## config.mk

```make
export PLATFORM = sky130hd
export DESIGN_NAME = multicycle_control
export DESIGN_NICKNAME = d
export VERILOG_FILES = /design/src/rtl/multicycle_control_pkg.sv /design/src/rtl/multicycle_control.sv
export SDC_FILE = /design/constraint.sdc
export NUM_CORES = 1
export LEC_CHECK = 0
export CAP_MARGIN = 20
export CORE_AREA = 2 2 39 41
export DETAILED_ROUTE_END_ITERATION = 10
export DIE_AREA = 0 0 41 43
export GPL_TIMING_DRIVEN = 1
export PLACE_DENSITY = 0.8
export SYNTH_ARGS = -nofsm -noshare
export SYNTH_HDL_FRONTEND = slang
export SYNTH_SLANG_ARGS = --single-unit
```

## constraint.sdc

```tcl
create_clock -name clk -period 1.87 [get_ports clk]
set_clock_uncertainty 0.15 [all_clocks]
set_input_delay 0.374 -clock clk [delete_from_list [all_inputs] [get_ports clk]]
set_output_delay 0.374 -clock clk [all_outputs]
set_load 0.05 [all_outputs]
```

## src/rtl/multicycle_control_pkg.sv

```systemverilog
// ---------------------------------------------------------------------------
// multicycle_control_pkg
//
// Shared constants for the multicycle MIPS-style control unit:
//   - state_t   : FSM state encodings (also visible on the State debug port)
//   - OP_*      : primary opcode values (instruction[31:26])
//   - ALUOP_*   : ALU operation class handed to the ALU control block
//   - PCSRC_*   : PC source mux select codes
//   - SRCB_*    : ALU B-operand mux select codes
// ---------------------------------------------------------------------------
package multicycle_control_pkg;

   // FSM states. Codes 12-15 are unused and recover to FETCH.
   typedef enum logic [3:0] {
      S_FETCH  = 4'd0,
      S_DECODE = 4'd1,
      S_MEMADR = 4'd2,
      S_MEMRD  = 4'd3,
      S_MEMWB  = 4'd4,
      S_MEMWR  = 4'd5,
      S_EXEC   = 4'd6,
      S_ALUWB  = 4'd7,
      S_BRANCH = 4'd8,
      S_JUMP   = 4'd9,
      S_ADDIEX = 4'd10,
      S_ADDIWB = 4'd11
   } state_t;

   // Primary opcodes
   localparam logic [5:0] OP_RTYPE = 6'b000000;
   localparam logic [5:0] OP_LW    = 6'b100011;
   localparam logic [5:0] OP_SW    = 6'b101011;
   localparam logic [5:0] OP_BEQ   = 6'b000100;
   localparam logic [5:0] OP_J     = 6'b000010;
   localparam logic [5:0] OP_ADDI  = 6'b001000;

   // ALUOp codes
   localparam logic [1:0] ALUOP_ADD   = 2'b00;
   localparam logic [1:0] ALUOP_SUB   = 2'b01;
   localparam logic [1:0] ALUOP_FUNCT = 2'b10;

   // PCSource codes
   localparam logic [1:0] PCSRC_ALU    = 2'b00;
   localparam logic [1:0] PCSRC_ALUOUT = 2'b01;
   localparam logic [1:0] PCSRC_JUMP   = 2'b10;

   // ALUSrcB codes
   localparam logic [1:0] SRCB_B      = 2'b00;
   localparam logic [1:0] SRCB_FOUR   = 2'b01;
   localparam logic [1:0] SRCB_IMM    = 2'b10;
   localparam logic [1:0] SRCB_IMMSH2 = 2'b11;

endpackage

```

## src/rtl/multicycle_control.sv

```systemverilog
// ---------------------------------------------------------------------------
// multicycle_control
//
// Moore-style main control FSM for a multicycle MIPS subset
// (lw, sw, R-type, beq, j, addi). All outputs are decoded purely from the
// registered state; Opcode only steers the next-state choice.
//
// Ports:
//   clk        in   system clock, rising-edge active
//   reset      in   asynchronous active-high reset, forces FETCH
//   Opcode     in   instruction[31:26] from the instruction register
//   PCWrite    out  unconditional PC load
//   BranchType out  conditional PC load (qualified externally by Branch)
//   PCSource   out  PC mux select (00 ALU, 01 ALUOut, 10 jump target)
//   IorD       out  memory address select (0 PC, 1 ALUOut)
//   MemRead    out  memory read strobe
//   MemWrite   out  memory write strobe
//   IRWrite    out  instruction register load
//   RegDst     out  write-register select (0 rt, 1 rd)
//   MemtoReg   out  writeback select (0 ALUOut, 1 MDR)
//   RegWrite   out  register file write enable
//   ALUSrcA    out  ALU A select (0 PC, 1 register A)
//   ALUSrcB    out  ALU B select (00 B, 01 4, 10 imm, 11 imm<<2)
//   ALUOp      out  ALU operation class (00 add, 01 sub, 10 funct)
//   State      out  current state code, for debug observation
// ---------------------------------------------------------------------------
module multicycle_control
   import multicycle_control_pkg::*;
(
   input  logic       clk,
   input  logic       reset,
   input  logic [5:0] Opcode,
   output logic       PCWrite,
   output logic       BranchType,
   output logic [1:0] PCSource,
   output logic       IorD,
   output logic       MemRead,
   output logic       MemWrite,
   output logic       IRWrite,
   output logic       RegDst,
   output logic       MemtoReg,
   output logic       RegWrite,
   output logic       ALUSrcA,
   output logic [1:0] ALUSrcB,
   output logic [1:0] ALUOp,
   output logic [3:0] State
);

   state_t state;
   state_t next_state;

   // State register. Reset is asynchronous so the FETCH control word
   // appears on the outputs as soon as reset rises, even mid-instruction.
   always_ff @(posedge clk or posedge reset) begin
      if (reset) begin
         state <= S_FETCH;
      end else begin
         state <= next_state;
      end
   end

   assign State = state;

   // Next-state logic and Moore output decode.
   always_comb begin
      next_state = S_FETCH;
      PCWrite    = 1'b0;
      BranchType = 1'b0;
      PCSource   = PCSRC_ALU;
      IorD       = 1'b0;
      MemRead    = 1'b0;
      MemWrite   = 1'b0;
      IRWrite    = 1'b0;
      RegDst     = 1'b0;
      MemtoReg   = 1'b0;
      RegWrite   = 1'b0;
      ALUSrcA    = 1'b0;
      ALUSrcB    = SRCB_B;
      ALUOp      = ALUOP_ADD;

      case (state)
         S_FETCH: begin
            // Read instruction at PC and compute PC+4 in the same cycle.
            MemRead    = 1'b1;
            IRWrite    = 1'b1;
            PCWrite    = 1'b1;
            ALUSrcB    = SRCB_FOUR;
            ALUOp      = ALUOP_ADD;
            PCSource   = PCSRC_ALU;
            next_state = S_DECODE;
         end

         S_DECODE: begin
            // Speculatively compute the branch target into ALUOut.
            ALUSrcB = SRCB_IMMSH2;
            ALUOp   = ALUOP_ADD;
            case (Opcode)
               OP_RTYPE:     next_state = S_EXEC;
               OP_LW, OP_SW: next_state = S_MEMADR;
               OP_BEQ:       next_state = S_BRANCH;
               OP_J:         next_state = S_JUMP;
               OP_ADDI:      next_state = S_ADDIEX;
               default:      next_state = S_FETCH;
            endcase
         end

         S_MEMADR: begin
            ALUSrcA = 1'b1;
            ALUSrcB = SRCB_IMM;
            // IR holds the opcode, so it is still lw or sw here.
            if (Opcode == OP_SW) begin
               next_state = S_MEMWR;
            end else begin
               next_state = S_MEMRD;
            end
         end

         S_MEMRD: begin
            MemRead    = 1'b1;
            IorD       = 1'b1;
            next_state = S_MEMWB;
         end

         S_MEMWB: begin
            RegWrite   = 1'b1;
            MemtoReg   = 1'b1;
            RegDst     = 1'b0;
            next_state = S_FETCH;
         end

         S_MEMWR: begin
            MemWrite   = 1'b1;
            IorD       = 1'b1;
            next_state = S_FETCH;
         end

         S_EXEC: begin
            ALUSrcA    = 1'b1;
            ALUSrcB    = SRCB_B;
            ALUOp      = ALUOP_FUNCT;
            next_state = S_ALUWB;
         end

         S_ALUWB: begin
            RegWrite   = 1'b1;
            RegDst     = 1'b1;
            MemtoReg   = 1'b0;
            next_state = S_FETCH;
         end

         S_BRANCH: begin
            // Compare via subtract; PC loads the precomputed target only
            // when the external zero/Branch condition qualifies BranchType.
            BranchType = 1'b1;
            ALUSrcA    = 1'b1;
            ALUSrcB    = SRCB_B;
            ALUOp      = ALUOP_SUB;
            PCSource   = PCSRC_ALUOUT;
            next_state = S_FETCH;
         end

         S_JUMP: begin
            PCWrite    = 1'b1;
            PCSource   = PCSRC_JUMP;
            next_state = S_FETCH;
         end

         S_ADDIEX: begin
            ALUSrcA    = 1'b1;
            ALUSrcB    = SRCB_IMM;
            ALUOp      = ALUOP_ADD;
            next_state = S_ADDIWB;
         end

         S_ADDIWB: begin
            RegWrite   = 1'b1;
            RegDst     = 1'b0;
            MemtoReg   = 1'b0;
            next_state = S_FETCH;
         end

         // Unused codes: all outputs stay at their zero defaults and the
         // machine recovers to FETCH on the next edge.
         default: begin
            next_state = S_FETCH;
         end
      endcase
   end

endmodule

```

==> reports/results.tsv, run 1 <==
stage	metric	value	unit
synth	synth-xor-area-share	8.092	%
placed_design	dp_hpwl	1188	um
synth	synth_area_leaders	dfrtp_1 (23%), nor2_1 (7.8%), nor3_1 (6.9%)	
synth	synth_nets	70	
clocking	clock_path_buffers	2	
clocking	htreeDepth	1	
placed_design	gp_congestion	0.8127	
synth	yosys.area_share.adder	0	%
synth	ys_warn_count	0	
clocking	cts_sinks	4	
synth	netlist_area	432.9	um2
synth	yosysTopAreaCellShare	23.12	%
die	num_io_pins	28	
run_status	firstError	[ERROR DPL-0033] detailed placement checks failed during check placement.	
sta	endpoint_type	top-level output	
run_status	failing_step	5_1_grt	
synth	synth-simple-area-share	48.84	%
placed_design	place_ws	-109.8	ps
die	die_x	41	um
synth	synth_top_family_by_area	simple AND/OR/NAND/NOR gates	
clocking	cts_buffers	3	
synth	ys_ff_latch	4	
global_route	antenna_found_initial	0	
synth	yosysTopAreaCell	dfrtp_1	
sta	grt_worst_setup_endpoint	IorD	
placed_design	numPortBuffers	27	
synth	netlist-cell-type-count	27	
synth	synthMuxAreaShare	0	%
global_route	grt_max_degree	9	
clocking	clockRootBuffer	clkbuf_4	
synth	synth_cells	62	
synth	ys_seq_area_share	23.12	%
die	start_util	31.28	%
run_status	outcome	did not finish	
die	rows	14	
synth	avgSynthCellArea	6.983	um2
synth	synth_compound_area_share	13.01	%
die	dieHeight	43	um
clocking	hold_buffers	0	
## synth_stat cells
cell type	number
nor2_1	9
nor4_1	1
a31oi_1	1
nand2_1	4
nand4_1	3
dfrtp_1	4
inv_1	1
a211o_1	1
nor3_1	6
a21oi_1	3
and3_1	1
o22ai_1	1
nand2b_4	1
nand3_1	1
clkbuf_1	1
nor2b_1	1
xnor2_1	1
o21ai_0	4
nand4b_1	1
buf_2	3
xor2_1	3
or2_2	1
nor3b_1	2
buf_4	1
nand2b_1	4
or4_1	2
or3_1	1
## stage by stage
step	util (%)	hold WS [ps]	cells	setup TNS, ps	area [um2]
3_3_place_gp	79.93	415.5	110	-30.11	1106
3_5_place_dp	79.93	412.1	110	-109.8	1106
2_1_floorplan	-	-10.08	62	-1598	620.6
4_1_cts	92.86	165.9	124	-370.7	1285
## cells by family after synthesis
family	after synthesis
AND/OR/NAND/NOR	38
AO/OA/AOI/OAI	10
buffers and inverters	6
XOR/XNOR	4
flip-flops	4
## what timing repair did
| item | in CTS |
|---|---|
| gates resized for setup | 14 |
| setup endpoints to repair | 13 |
| buffers inserted | 11 |
| pin swaps | 4 |
==> run 2, diff against run 1 <==
- CORE_AREA: 2 2 39 41 -> 2 2 63 65
- DIE_AREA: 0 0 41 43 -> 0 0 65 67
- PLACE_DENSITY: 0.8 -> unset
- PLACE_DENSITY_LB_ADDON: unset -> 0.15
==> run 2 against run 1 <==
Synthesized cell count unchanged. The flow now finishes, with violations (negative setup slack). Synthesized area is the same.
==> reports/results.tsv, run 2 <==
stage	metric	value	unit
run_status	outcome	finished, violations left	
run_status	failed_checks	negative setup slack	
synth	ys_ff_latch	4	
synth	yosysTopAreaCell	dfrtp_1	
global_route	grt_max_degree	12	
cells_and_area	layout_commonest_cell	buf_12	
power	power.leakage	0.0005140	uW
cells_and_area	drive_gt1_share	66.97	%
global_route	first_global_vias	693	
worst_hold_path	hold_path.class	in2async	
clocking	cts_buffers	3	
cells_and_area	largest_reg_flops	4	
worst_setup_path	critPathKind	reg2out	
global_route	antenna_found_initial	0	
synth	synth-async-reset-ratio	100.0	%
sta	max_freq	519.6	MHz
cells_and_area	fillerInstances	361	
worst_setup_path	worstPathRequired	1350	ps
worst_setup_path	cp_slowest_cell	dfrtp_4	
sta	min_period_over_period	102.9	%
worst_setup_path	startpoint	State[1]	
clocking	insertion_delay	220	ps
synth	synthMuxAreaShare	0	%
clocking	clock_path_buffers	2	
sta	period_needed	1925	ps
cells_and_area	seq_area	107.6	um2
route	wl	1778	um
power	ir_worst_vdd	0.5873	mV
placed_design	dp_hpwl	1351	um
sta	final-hold-violation-count	0	
flow_run	max_cap_violations	0	
placed_design	numPortBuffers	27	
die	start_util	12.01	%
clocking	path_clk_slew	30	ps
cells_and_area	n_antenna_cell	0	
sta	worst_slack	-54.74	ps
worst_setup_path	worstPathCellList	nand2b_2 > and3_2 > buf_12	
worst_setup_path	cp-end-kind	output port	
synth	synth_nets	70	
worst_setup_path	cp_data_arrival_time	1400	ps
die	design.core.area	3606	um2
global_route	grt_pass1_wl	3132	um
sta	maxSlewHeadroom	75.92	%
global_route	grt_usage	9.578	%
route	wire_per_inst	11.32	um
route	drc	0	
synth	synth-xor-area-share	8.092	%
placed_design	dp_cells	146	
synth	yosysTopAreaCellShare	23.12	%
route	viasPerCell	4.076	
synth	netlist-cell-type-count	27	
route	via_count	640	
die	rows	22	
sta	setup_viol	5	
clocking	cts_sinks	4	
synth	netlist_area	432.9	um2
worst_setup_path	r2r_start	State[2]	
worst_setup_path	cp-start-kind	flip-flop	
synth	post-synth-top-count-cell	nor2_1	
synth	ys_seq_area_share	23.12	%
synth	synthFlopType	dfrtp_1	
synth	avgSynthCellArea	6.983	um2
synth	synth_cells	62	
cells_and_area	multi_input_area	483.0	um2
synth	synth_top_family_by_area	simple AND/OR/NAND/NOR gates	
clocking	clockRootBuffer	clkbuf_8	
cells_and_area	layout_common_cells	buf_12 (20), buf_4 (18), clkdlybuf4s50_1 (7)	
cells_and_area	syn2layout_area_growth	211.8	%
die	dieArea	4355	um2
synth	yosys-top-cells-count	nor2_1 (9), nor3_1 (6)	
route	drtAntennaViolNets	0	
synth	ys_warn_count	0	
synth	synth_edf_count	0	
route	first_pass_iters	4	
placed_design	gp_congestion	0.7506	
worst_setup_path	reg2regPathDepth	4	
global_route	grt_overflow	0	
synth	synth_area_leaders	dfrtp_1 (23%), nor2_1 (7.8%), nor3_1 (6.9%)	
die	num_io_pins	28	
sta	worst_pin_slew	358.5	ps
die	dieHeight	67	um
sta	slew_viol_final	0	
sta	setup_tns	-103.5	ps
cells_and_area	final_cells	157	
route	drtIter0Drc	11	
power	power.density	1249	nW/um2
clocking	cts_tree	built	
synth	synth_compound_area_share	13.01	%
cells_and_area	finalNetCount	119	
worst_setup_path	cp_slowest_stage_delay	510	ps
worst_setup_path	cp_max_fo	7	
die	die_x	65	um
clocking	htreeDepth	1	
sta	rsz0062_at_grt	yes	
synth	yosys.area_share.adder	0	%
synth	synth-simple-area-share	48.84	%
## run 2: cell families (layout without fill, tap and decap cells)
family	count (synthesis)	after routing
AOI/OAI and AO/OA	10	10
xor gates and xnor gates	4	4
buffers and inverters	6	53
DFF	4	4
and+or+nand+nor	38	38
## run 2: repair_timing
action                                  in CTS  in global routing
setup buffers                                8                  0
hold buffers                                 0                  0
pin swaps                                    4                  1
gates resized for setup                      9                  7
endpoints found under the setup margin      12                 14
## run 2: worst paths after layout
path                       endpoint  slack [ps]
hold / removal             State[3]         180
hold reg to reg            State[2]         550
max in group asynchronous  State[1]        1220
setup / recovery            MemRead         -50
setup reg to reg           State[1]         190
min in group clk           State[2]         550
## run 2: report_power, final
group	internal, uW	switching (uW)	leakage (uW)
logic	664	686	0.000445
clock network	138	52.5	0.0000216
registers	110	35.3	0.0000470
## run 2: worst max-delay path: cells and delay by family, from the launching register on
family                 cells  cell delay, ps
AND/OR/NAND/NOR            2             520
flip-flops                 1             510
buffers and inverters      1             150
## run 2: area by class of cell
| class | count | share of cell area (%) |
|---|---|---|
| clock buffer | 3 | 3.058 |
| timing repair buffer | 49 | 48.47 |
| sequential | 4 | 7.970 |
| multi-input combinational | 52 | 35.77 |
| inverter | 1 | 0.2780 |
| tap | 48 | 4.449 |
## run 2: per-stage QoR
step                power (uW)  setup slack (ps)  utilization [%]  cell area, um2  hold WS (ps)
detailed placement        1393            -3.798            32.96            1189         423.2
global route              1762            -100.7            37.44            1350         208.7
CTS                       1687            -44.63            36.68            1323         186.9
global placement          1392            -7.876            32.96            1189         424.2
finish                    1686            -54.74            37.44            1350         181.1
floorplan                844.8            -311.5                -           620.6        -10.08
## run 2: routing by layer
layer	global-route usage, %	wire [um]
met4	3.989	29
met3	2.872	165
met1	11.61	743
met2	15.72	840
met5	0	0
Power figures use the tool's default switching activity.
